<file path="src/rtl/fifo_uart_tx.sv">
// UART transmitter that pulls bytes from an upstream FIFO, one pop per frame.
// Frame: start, 8 data bits LSB first, optional even parity, stop.
module fifo_uart_tx #(
    parameter int unsigned CLKS_PER_BIT = 16,
    parameter bit          PARITY_EN    = 1'b0
) (
    input  logic       clock,
    input  logic       reset,
    input  logic       enable,
    input  logic [7:0] fifo_data,
    input  logic       fifo_empty,
    output logic       fifo_rn,
    output logic       tx,
    output logic       busy,
    output logic       frame_done
);

    typedef enum logic [2:0] {IDLE, START, DATA, PARITY, STOP} state_t;

    localparam logic [15:0] LAST     = 16'(CLKS_PER_BIT - 1);
    localparam logic [15:0] PRE_LAST = 16'(CLKS_PER_BIT - 2);

    state_t      state;
    logic [15:0] baud_cnt;
    logic [2:0]  bit_idx;
    logic [7:0]  shreg;
    logic        parity_bit;
    logic        bit_end;

    assign bit_end = (baud_cnt == LAST);
    assign fifo_rn = (state == IDLE) & enable & ~fifo_empty & ~reset;

    always_ff @(posedge clock or posedge reset) begin
        if (reset) begin
            state      <= IDLE;
            baud_cnt   <= '0;
            bit_idx    <= '0;
            shreg      <= '0;
            parity_bit <= 1'b0;
            tx         <= 1'b1;
            busy       <= 1'b0;
            frame_done <= 1'b0;
        end else begin
            frame_done <= 1'b0;
            if (state == IDLE) begin
                if (fifo_rn) begin
                    shreg      <= fifo_data;
                    parity_bit <= ^fifo_data;
                    state      <= START;
                    busy       <= 1'b1;
                    tx         <= 1'b0;
                    baud_cnt   <= '0;
                    bit_idx    <= '0;
                end
            end else begin
                baud_cnt <= bit_end ? '0 : baud_cnt + 16'd1;
                // Registered pulse: raised one cycle early so it lands in the last stop cycle
                if (state == STOP && baud_cnt == PRE_LAST)
                    frame_done <= 1'b1;
                if (bit_end) begin
                    case (state)
                        START: begin
                            state <= DATA;
                            tx    <= shreg[0];
                        end
                        DATA: begin
                            if (bit_idx == 3'd7) begin
                                if (PARITY_EN) begin
                                    state <= PARITY;
                                    tx    <= parity_bit;
                                end else begin
                                    state <= STOP;
                                    tx    <= 1'b1;
                                end
                            end else begin
                                bit_idx <= bit_idx + 3'd1;
                                shreg   <= {1'b0, shreg[7:1]};
                                tx      <= shreg[1];
                            end
                        end
                        PARITY: begin
                            state <= STOP;
                            tx    <= 1'b1;
                        end
                        STOP: begin
                            state <= IDLE;
                            busy  <= 1'b0;
                            tx    <= 1'b1;
                        end
                        default: begin
                            state <= IDLE;
                            busy  <= 1'b0;
                            tx    <= 1'b1;
                        end
                    endcase
                end
            end
        end
    end

endmodule

</file>
<file path="config.mk">
export PLATFORM = sky130hd
export DESIGN_NAME = fifo_uart_tx
export DESIGN_NICKNAME = d
export VERILOG_FILES = /design/src/rtl/fifo_uart_tx.sv
export SDC_FILE = /design/constraint.sdc
export NUM_CORES = 1
export LEC_CHECK = 0
export ABC_CLOCK_PERIOD_IN_PS = 2600
export BUFFER_PORTS_ARGS = -buffer_cell sky130_fd_sc_hd__buf_2
export CAP_MARGIN = 40
export CORE_ASPECT_RATIO = 1.4
export CORE_MARGIN = 3
export CORE_UTILIZATION = 45
export CTS_CLUSTER_DIAMETER = 120
export DETAILED_ROUTE_END_ITERATION = 7
export PLACE_DENSITY_LB_ADDON = 0.05
export RECOVER_POWER = 25
export SYNTH_ARGS = -nofsm -noshare
export SYNTH_HDL_FRONTEND = slang
export SYNTH_SLANG_ARGS = --single-unit
</file>
<file path="constraint.sdc">
create_clock -name clock -period 2.6 [get_ports clock]
set_input_delay 0.39 -clock clock [delete_from_list [all_inputs] [get_ports clock]]
set_output_delay 0.39 -clock clock [all_outputs]
set_load 0.02 [all_outputs]
</file>
* Word level (Yosys, flattened, before mapping) *
Index checks and enable logic that the tools add are counted.

storage, ports and cells
  flip-flop bits (word level) = 33
  input port bits = 12

cells by class
  $add $sub $neg = 2
  eq/ne operators = 11
  mux-type cells = 29
  bitwise logic cells = 5
  reduce and logical (&&, ||, !) cells = 9

operators by type and width
  operator               number
  $mux 16                3
  $mux 8                 5
  $eq 16x4->1 const B    2
  $mux 3                 9
  $add 16x1->16 const B  1
  $mux 1                 10
  $pmux 3 s3             1
  $eq 3x2->1 const B     2
  $eq 3x3->1 const B     2
  $reduce_and 3->1       2
  $ne 2x2->1 const B     2
  $reduce_and 4->1       1
  $reduce_bool 2->1      2
  $add 3x1->3 const B    1
  $and 1x1->1            3
  $eq 3x1->1 const B     1
  $logic_not 3->1        1
  $ne 3x3->1 const B     1
  $reduce_or 3->1        1
  $ne 2x1->1 const B     1
  $not 1->1              2
  $pmux 1 s2             1
  $reduce_and 2->1       1
  $logic_and 1x1->1      1

* Depth between registers and ports, before layout *
Gate-level depths: netlist (run 1).

  depth after elaboration = 6
  mapped depth = 8
  gate-level depth less buffers = 6

* Worst setup path after synthesis (run 1) *
Ideal clock, no wire load.

  kind = reg2reg
  start point = register baud_cnt[8]
  end point = register shreg[0]
  arrival time = 2.062 ns
  data required time = 2.470 ns
  path slack = 0.408 ns
  cell stages (with the launch flop) = 6
  path buffers = 1
  period minus slack after synthesis = 2.192 ns
  path through = dfrtp_1 or4_4 or4b_4 a211oi_2 buf_2 a31oi_1

on the way
  cells in the longest elaborated chain, start to end = 3

ends and longest elaborated chain
  item                         line  RTL
  start, declared              24    logic [15:0] baud_cnt;
  start signal, assigned       56    baud_cnt <= bit_end ? '0 : baud_cnt + 16'd1;
  $eq 16x4->1                  30    assign bit_end = (baud_cnt == LAST);
  $reduce_bool 2->1 (no line)  n/a
  $reduce_and 4->1 (no line)   n/a
  end signal, assigned         47    shreg <= fifo_data;
  end signal, assigned         77    shreg <= {1'b0, shreg[7:1]};
  end, declared                26    logic [7:0] shreg;

Every way passes these cells.
A chain may end at the register's enable or synchronous reset.

* Worst setup path in the final report (run 1) *
  start point = register baud_cnt[12]
  end point = register shreg[1]

Same word-level chain as after synthesis.

==> results of run 1 <==
## cell usage after synthesis (2+ instances only)
cell	n
sky130_fd_sc_hd__or3_1	3
sky130_fd_sc_hd__a21oi_1	8
sky130_fd_sc_hd__nor2_1	22
sky130_fd_sc_hd__nor4_1	4
sky130_fd_sc_hd__a31oi_1	12
sky130_fd_sc_hd__o21ai_1	2
sky130_fd_sc_hd__inv_1	8
sky130_fd_sc_hd__nand2_1	35
sky130_fd_sc_hd__a21o_1	4
sky130_fd_sc_hd__nor3_1	4
sky130_fd_sc_hd__clkbuf_1	10
sky130_fd_sc_hd__nand3_1	7
sky130_fd_sc_hd__o21ai_0	17
sky130_fd_sc_hd__ha_1	4
sky130_fd_sc_hd__dfrtp_1	32
sky130_fd_sc_hd__mux2i_1	2
sky130_fd_sc_hd__and3_1	2
sky130_fd_sc_hd__nand4_1	3
sky130_fd_sc_hd__or4_4	2
sky130_fd_sc_hd__nor3b_1	2
## per-stage QoR
stage | std cells | setup slack, ns | instance area [um2]
final | 257 | 0.264 | 1950
after detailed placement | 249 | 0.281 | 1840
after floorplan | 199 | 0.408 | 1710
after global routing | 257 | 0.135 | 1950
after CTS | 257 | 0.267 | 1950
after global placement | 249 | 0.322 | 1840
## cells in the final DEF (no fill, tap or decap), types with 2 or more instances in the layout
| cell | n |
|---|---|
| sky130_fd_sc_hd__clkbuf_1 | 2 |
| sky130_fd_sc_hd__or3_1 | 3 |
| sky130_fd_sc_hd__nor4_1 | 4 |
| sky130_fd_sc_hd__buf_4 | 6 |
| sky130_fd_sc_hd__and3_1 | 2 |
| sky130_fd_sc_hd__nand2_1 | 35 |
| sky130_fd_sc_hd__a21oi_1 | 8 |
| sky130_fd_sc_hd__nand4_1 | 3 |
| sky130_fd_sc_hd__ha_1 | 4 |
| sky130_fd_sc_hd__clkbuf_8 | 5 |
| sky130_fd_sc_hd__dfrtp_1 | 32 |
| sky130_fd_sc_hd__nand3_1 | 7 |
| sky130_fd_sc_hd__nor3b_1 | 2 |
| sky130_fd_sc_hd__inv_1 | 8 |
| sky130_fd_sc_hd__mux2i_1 | 2 |
| sky130_fd_sc_hd__o21ai_1 | 2 |
| sky130_fd_sc_hd__o21ai_0 | 17 |
| sky130_fd_sc_hd__nor2_1 | 22 |
| sky130_fd_sc_hd__nor3_1 | 4 |
| sky130_fd_sc_hd__a31oi_1 | 12 |
| sky130_fd_sc_hd__buf_2 | 14 |
| sky130_fd_sc_hd__or4_4 | 2 |
| sky130_fd_sc_hd__a21o_1 | 4 |
## where the power goes
part	switching, mW	internal, mW
clock network	0.205	0.287
logic	0.238	0.224
registers	0.183	0.686
total	0.626	1.20
## final cells by class
class                           count  share of cell area, %
Inverter                            8                   1.54
Timing Repair Buffer               22                   6.29
Sequential cell                    33                   42.4
Multi-Input combinational cell    146                   41.3
Tap cell                           40                   2.57
Clock buffer                        5                   3.53
Clock inverter                      3                   2.37
## kinds of logic (layout without fill, tap and decap cells)
| kind of cell | count (synthesis) | in the layout |
|---|---|---|
| AOI/OAI and AO/OA | 50 | 50 |
| adders and majority gates | 4 | 4 |
| DFF | 33 | 33 |
| muxes | 2 | 2 |
| and+or+nand+nor | 88 | 88 |
| buffers and inverters | 20 | 38 |
| xor gates and xnor gates | 2 | 2 |
## sequential cells by signal (all words and copies together), names as in the netlist
signal and flops:
baud_cnt 16, bit_idx 3, busy 1, frame_done 1, shreg 8, state 3
tx 1
## worst max-delay path, delay by kind of cell (launching register included)
| family | cells | cell delay [ns] |
|---|---|---|
| compound gates | 2 | 0.38 |
| buf+inv | 1 | 0.26 |
| flops | 1 | 0.42 |
| simple gates | 3 | 1.21 |
## path summary, 6_finish.rpt
kind	from	slack, ns	cells past startpoint	to
worst max-delay path	baud_cnt[12]$_DFFE_PP0P_	0.26	6	shreg[1]$_DFFE_PP0P_
worst min register to register	tx$_DFFE_PP1P_	0.48	2	tx$_DFFE_PP1P_
max in group asynchronous	reset	1.16	3	baud_cnt[1]$_DFFE_PP0P_
worst min-delay path	reset	0.14	2	state[0]$_DFFE_PP0P_
worst max register to register	baud_cnt[12]$_DFFE_PP0P_	0.26	6	shreg[1]$_DFFE_PP0P_
min in group clock	fifo_data[7]	0.32	3	shreg[7]$_DFFE_PP0P_
## metal layers
| metal | track usage, % | part of all wire (%) | vias up |
|---|---|---|---|
| met2 | 33.5 | 52 | 39 |
| li1 | - | - | 730 |
| met4 | 8.58 | 2.9 | 0 |
| met3 | 4.88 | 4.1 | 10 |
| met5 | 0 | 0 | - |
| met1 | 22.6 | 41 | 728 |
==> results.ini, run 1 <==
[clock_network]
clk_path_buf_depth = 2
cts_tree = built
number_of_post_cts_setup_repair_buffers = 0
ctsRootBufferMaster = sky130_fd_sc_hd__clkbuf_8
clkLatencyLatePin_ns = 0.29
numClockSinks = 33
number_of_buffers_added_by_the_clock_tree_synthesis_step = 5
post_cts_resize_count = 0
cts_hold_buffers = 0
worst_setup_hold_path_clk_slew_ns = 0.07
cts-htree-levels = 2

[setup_path]
worst_path_largest_cell_delay_ns = 0.59
worst_ep_required_time_ns = 2.81
critical_path.slowest_cell = sky130_fd_sc_hd__or4b_4
criticalPathCategory = flip-flop to flip-flop
cp_data_arrival_time_ns = 2.55
worst-path-max-fanout = 21
startpoint_class = flip-flop
worstPathCellList = or4_4 > or4b_4 > a211oi_2 > buf_4 > nor2_1 > a31oi_1
worst_setup_path_end_kind = flip-flop

[floorplanning]
chipWidth_um = 58.1
num_io_pins = 16
die-height_um = 79.0
initial_utilization_pct = 48.9
placement_rows = 25
core_mm2 = 0.00350
fp.dieArea_mm2 = 0.00459

[sta]
final_hold_viol_count = 0
worst_slew_slack_as_a_fraction_of_its_limit_pct = 33.4
worst-slew-pin-transition_ns = 0.998
final.hold.worst_slack_ns = 0.140
timing.final.max_slew_violations = 0
timing.final.setup_violations = 0
setup-tns-final_ns = 0
rsz0062_at_grt = no
maxClockFrequency_mhz = 428
timing.clock.skew_ns = 0.0101
final.min_clock_period_ns = 2.34
final.period_utilization_pct = 89.8

[pwr]
p_leak_nw = 0.911
pwr_density_cell_mw_per_mm2 = 935
power.ir.vdd_worst_mv = 0.556
power_mw = 1.82

[yosys]
synth-async-reset-ratio_pct = 100
mappedNetlistArea_mm2 = 0.00171
count_of_distinct_cell_types_in_the_synthesized_netlist = 36
synthFlopType = sky130_fd_sc_hd__dfrtp_1
cell_taking_the_most_area_after_synthesis = sky130_fd_sc_hd__dfrtp_1
ys_seq_area_share_pct = 48.3
synth_largest_type_area_fraction_pct = 46.8
synthesis.nets = 215
synth.area.mux_share_pct = 1.17
syn-instance-count = 199
synth-xor-area-share_pct = 1.02
ys_top_cells_by_area = sky130_fd_sc_hd__dfrtp_1, sky130_fd_sc_hd__nand2_1, sky130_fd_sc_hd__o21ai_0
synth_adder_area_share_pct = 2.92
synth_top_family_by_area = simple AND/OR/NAND/NOR gates
ys_seq_elements = 33
synth_edf_count = 0
post_synthesis_compound_gate_area_fraction_pct = 17.5
synthSimpleGateAreaFrac_pct = 24.3
yosys_warnings = 0
syn_avg_cell_area_um2 = 8.60

[layout]
antenna-diode-count = 0
post_route_cells_drive_above_1_share_pct = 15.7
layout.filler_cells = 326
num-nets-final = 232
ff_latch_area_um2 = 827
area.growth.synth_to_final_pct = 13.9
multi_input_gate_area_um2 = 805
utilization_pct = 55.6

[global_routing]
grt_pass1_vias = 1488
grt-ovfl-total = 0
grt_first_pass_wirelength_mm = 6.83
antenna_found_initial = 0
globalRouteTotalUtil_pct = 19.6
grt_start_max_net_pins = 22

[drt]
ant_nets = 0
via_per_inst = 5.86
wire_per_inst_um = 15.6
number_of_drc_violations_after_detailed_routing_iteration_0 = 92
drt_drc_violations_left = 0
vias = 1507
wl_mm = 4.00
detailedRoute.firstPassIterationCount = 4

[min_path]
hold_crit_path_type = input pin to async pin

[place]
gp_routability_congestion = 0.880
post-dp-hpwl_mm = 2.87
portBuffers = 15

[outcome]
run_status = complete, no violations

[job]
max_cap_viol_count = 0

No activity file was read; power rests on OpenSTA's default activity.
==> inputs of run 2 (changes only) <==
--- a/config.mk
+++ b/config.mk
@@ -15,6 +15,7 @@
 export DETAILED_ROUTE_END_ITERATION = 7
 export PLACE_DENSITY_LB_ADDON = 0.05
 export RECOVER_POWER = 25
+export REMOVE_ABC_BUFFERS = 1
 export SYNTH_ARGS = -nofsm -noshare
 export SYNTH_HDL_FRONTEND = slang
 export SYNTH_SLANG_ARGS = --single-unit
==> constraint.sdc (replaced) <==
create_clock -name clock -period 2.6 [get_ports clock]
set_input_delay 0.52 -clock clock [delete_from_list [all_inputs] [get_ports clock]]
set_output_delay 0.52 -clock clock [all_outputs]
set_load 0.02 [all_outputs]
==> results.ini, run 2 (synthesized netlist as in run 1, its figures left out) <==
[outcome]
run_status = complete, but fails checks
violations = max-capacitance violations, max-slew violations

[layout]
largest_register_ffs = 16  ; unchanged
final_common_cell = sky130_fd_sc_hd__nand2_1
antenna-diode-count = 0  ; unchanged
area.growth.synth_to_final_pct = 12.9
num-nets-final = 233  ; +0.43%
post_route_cells_drive_above_1_share_pct = 15.6  ; -0.072 points
layout.filler_cells = 330  ; +1.2%
final_cell_mix = sky130_fd_sc_hd__nand2_1, sky130_fd_sc_hd__dfrtp_1, sky130_fd_sc_hd__nor2_1
regMostFlops = baud_cnt
layoutNonFillerInstCount = 258  ; +0.39%
reg.largest.list = baud_cnt: 16 flops, shreg: 8 flops

[setup_path]
worst_setup_path_end_kind = flip-flop
startpoint_class = flip-flop
criticalPathCategory = flip-flop to flip-flop
worst-path-max-fanout = 21  ; unchanged
critical_path.slowest_cell = sky130_fd_sc_hd__or4_4
worstPathCellList = or4_4 > or4b_4 > a211oi_2 > buf_4 > nor2_1 > a31oi_1
worst_ep_required_time_ns = 2.80  ; about the same
worst_path_largest_cell_delay_ns = 0.57  ; -0.02 ns
cp_data_arrival_time_ns = 2.59  ; +0.04 ns

[pwr]
p_leak_nw = 0.909  ; -0.21%
power_mw = 1.72  ; -5.5%
power.ir.vdd_worst_mv = 0.552  ; -0.66%
pwr_density_cell_mw_per_mm2 = 892  ; -4.7%

[sta]
timing.clock.skew_ns = 0.00583  ; -0.00427 ns
timing.final.setup_violations = 0  ; unchanged
worst-slew-pin-transition_ns = 1.79  ; +0.787 ns
maxClockFrequency_mhz = 419  ; -2.2%
final_hold_viol_count = 0  ; unchanged
worst_slew_slack_as_a_fraction_of_its_limit_pct = -19.0  ; -52 points
final.period_utilization_pct = 91.9  ; +2.0 points
rsz0062_at_grt = no
timing.final.max_slew_violations = 34  ; +34
final.min_clock_period_ns = 2.39  ; +0.0530 ns
setup-tns-final_ns = 0  ; unchanged

[clock_network]
post_cts_resize_count = 0  ; unchanged
cts-htree-levels = 2  ; unchanged
number_of_buffers_added_by_the_clock_tree_synthesis_step = 5  ; unchanged
worst_setup_hold_path_clk_slew_ns = 0.07  ; about the same
ctsRootBufferMaster = sky130_fd_sc_hd__clkbuf_8
cts_hold_buffers = 0  ; unchanged
number_of_post_cts_setup_repair_buffers = 0  ; unchanged
clk_path_buf_depth = 2  ; unchanged
clkLatencyLatePin_ns = 0.29  ; about the same
cts_tree = built
numClockSinks = 33  ; unchanged

[floorplanning]
fp.dieArea_mm2 = 0.00459  ; unchanged
initial_utilization_pct = 48.9  ; unchanged
core_mm2 = 0.00350  ; unchanged
num_io_pins = 16  ; unchanged
chipWidth_um = 58.1  ; unchanged
placement_rows = 25  ; unchanged
die-height_um = 79.0  ; unchanged

[place]
dp.cells = 250  ; +0.40%
post-dp-hpwl_mm = 2.84  ; -1.1%
gp_routability_congestion = 0.791  ; -10%
portBuffers = 15  ; unchanged

[drt]
via_per_inst = 5.74  ; -2.1%
wl_mm = 4.00  ; about the same
vias = 1481  ; -1.7%
drt_drc_violations_left = 0  ; unchanged
number_of_drc_violations_after_detailed_routing_iteration_0 = 103  ; +12%
ant_nets = 0  ; unchanged
detailedRoute.firstPassIterationCount = 4  ; unchanged
wire_per_inst_um = 15.5  ; -0.41%

[global_routing]
grt_start_max_net_pins = 34  ; +55%
grt_first_pass_wirelength_mm = 6.98  ; +2.1%
grt-ovfl-total = 0  ; unchanged
grt_pass1_vias = 1510  ; +1.5%
antenna_found_initial = 0  ; unchanged
globalRouteTotalUtil_pct = 20.2  ; +0.64 points

[min_path]
hold_crit_path_type = input pin to flip-flop

[job]
max_cap_viol_count = 1  ; +1

## run 2: cell types whose count changed in the layout (fill, tap and decap cells not counted), sizes merged
cell      previous run  this run
bufinv               1         0
clkbuf               7         9
buf                 20        22
clkinvlp             1         0
clkinv               1         0
## run 2: worst max-delay path: cells and delay by family, from the launching register on
| kind | cells | cell delay [ns] |
|---|---|---|
| simple gates | 3 | 1.20 |
| flops | 1 | 0.43 |
| compound gates | 2 | 0.40 |
| buf+inv | 1 | 0.27 |
## run 2: final timing paths
| kind | cells past startpoint | from | slack [ns] | end |
|---|---|---|---|---|
| min | 3 | fifo_data[7] | 0.45 | shreg[7]$_DFFE_PP0P_ |
| max reg2reg | 6 | baud_cnt[8]$_DFFE_PP0P_ | 0.21 | shreg[0]$_DFFE_PP0P_ |
| max | 6 | baud_cnt[8]$_DFFE_PP0P_ | 0.21 | shreg[0]$_DFFE_PP0P_ |
| min reg2reg | 1 | bit_idx[0]$_DFFE_PP0P_ | 0.48 | bit_idx[0]$_DFFE_PP0P_ |
| max in group asynchronous | 3 | reset | 0.70 | baud_cnt[7]$_DFFE_PP0P_ |
| min in group asynchronous | 3 | reset | 0.87 | shreg[2]$_DFFE_PP0P_ |
## run 2: metrics by stage
step	area, um2	hold slack [ns]	utilization, %	setup WS [ns]
after detailed placement	1850	0.480	52.7	0.222
final	1930	0.454	55.2	0.211
after global placement	1840	0.466	52.5	0.314
after global routing	1930	0.472	55.2	0.0886
after floorplan	1660	0.457	-	0.0142
after CTS	1940	0.337	55.3	0.206
## run 2: final cells by class
class                           instances  area [um2]  share of cell area, %
Sequential cell                        33         827                   42.8
Inverter                                8        30.0                   1.55
Tap cell                               40        50.0                   2.59
Timing Repair Buffer                   23         131                   6.80
Multi-Input combinational cell        146         805                   41.6
Clock buffer                            8        90.1                   4.66
## run 2: report_power, final
| group | switching, mW | internal, mW | total [mW] |
|---|---|---|---|
| Clock | 0.178 | 0.216 | 0.393 |
| Combinational | 0.239 | 0.225 | 0.464 |
| Sequential | 0.180 | 0.687 | 0.867 |
## run 2: per-layer routing
layer	routed length, um	part of all wire (%)	vias up	track usage [%]
met4	108	2.7	0	10.2
met2	2080	52	41	33.0
li1	-	-	733	-
met1	1630	41	697	24.4
met5	0	0	-	0
met3	183	4.6	10	4.72
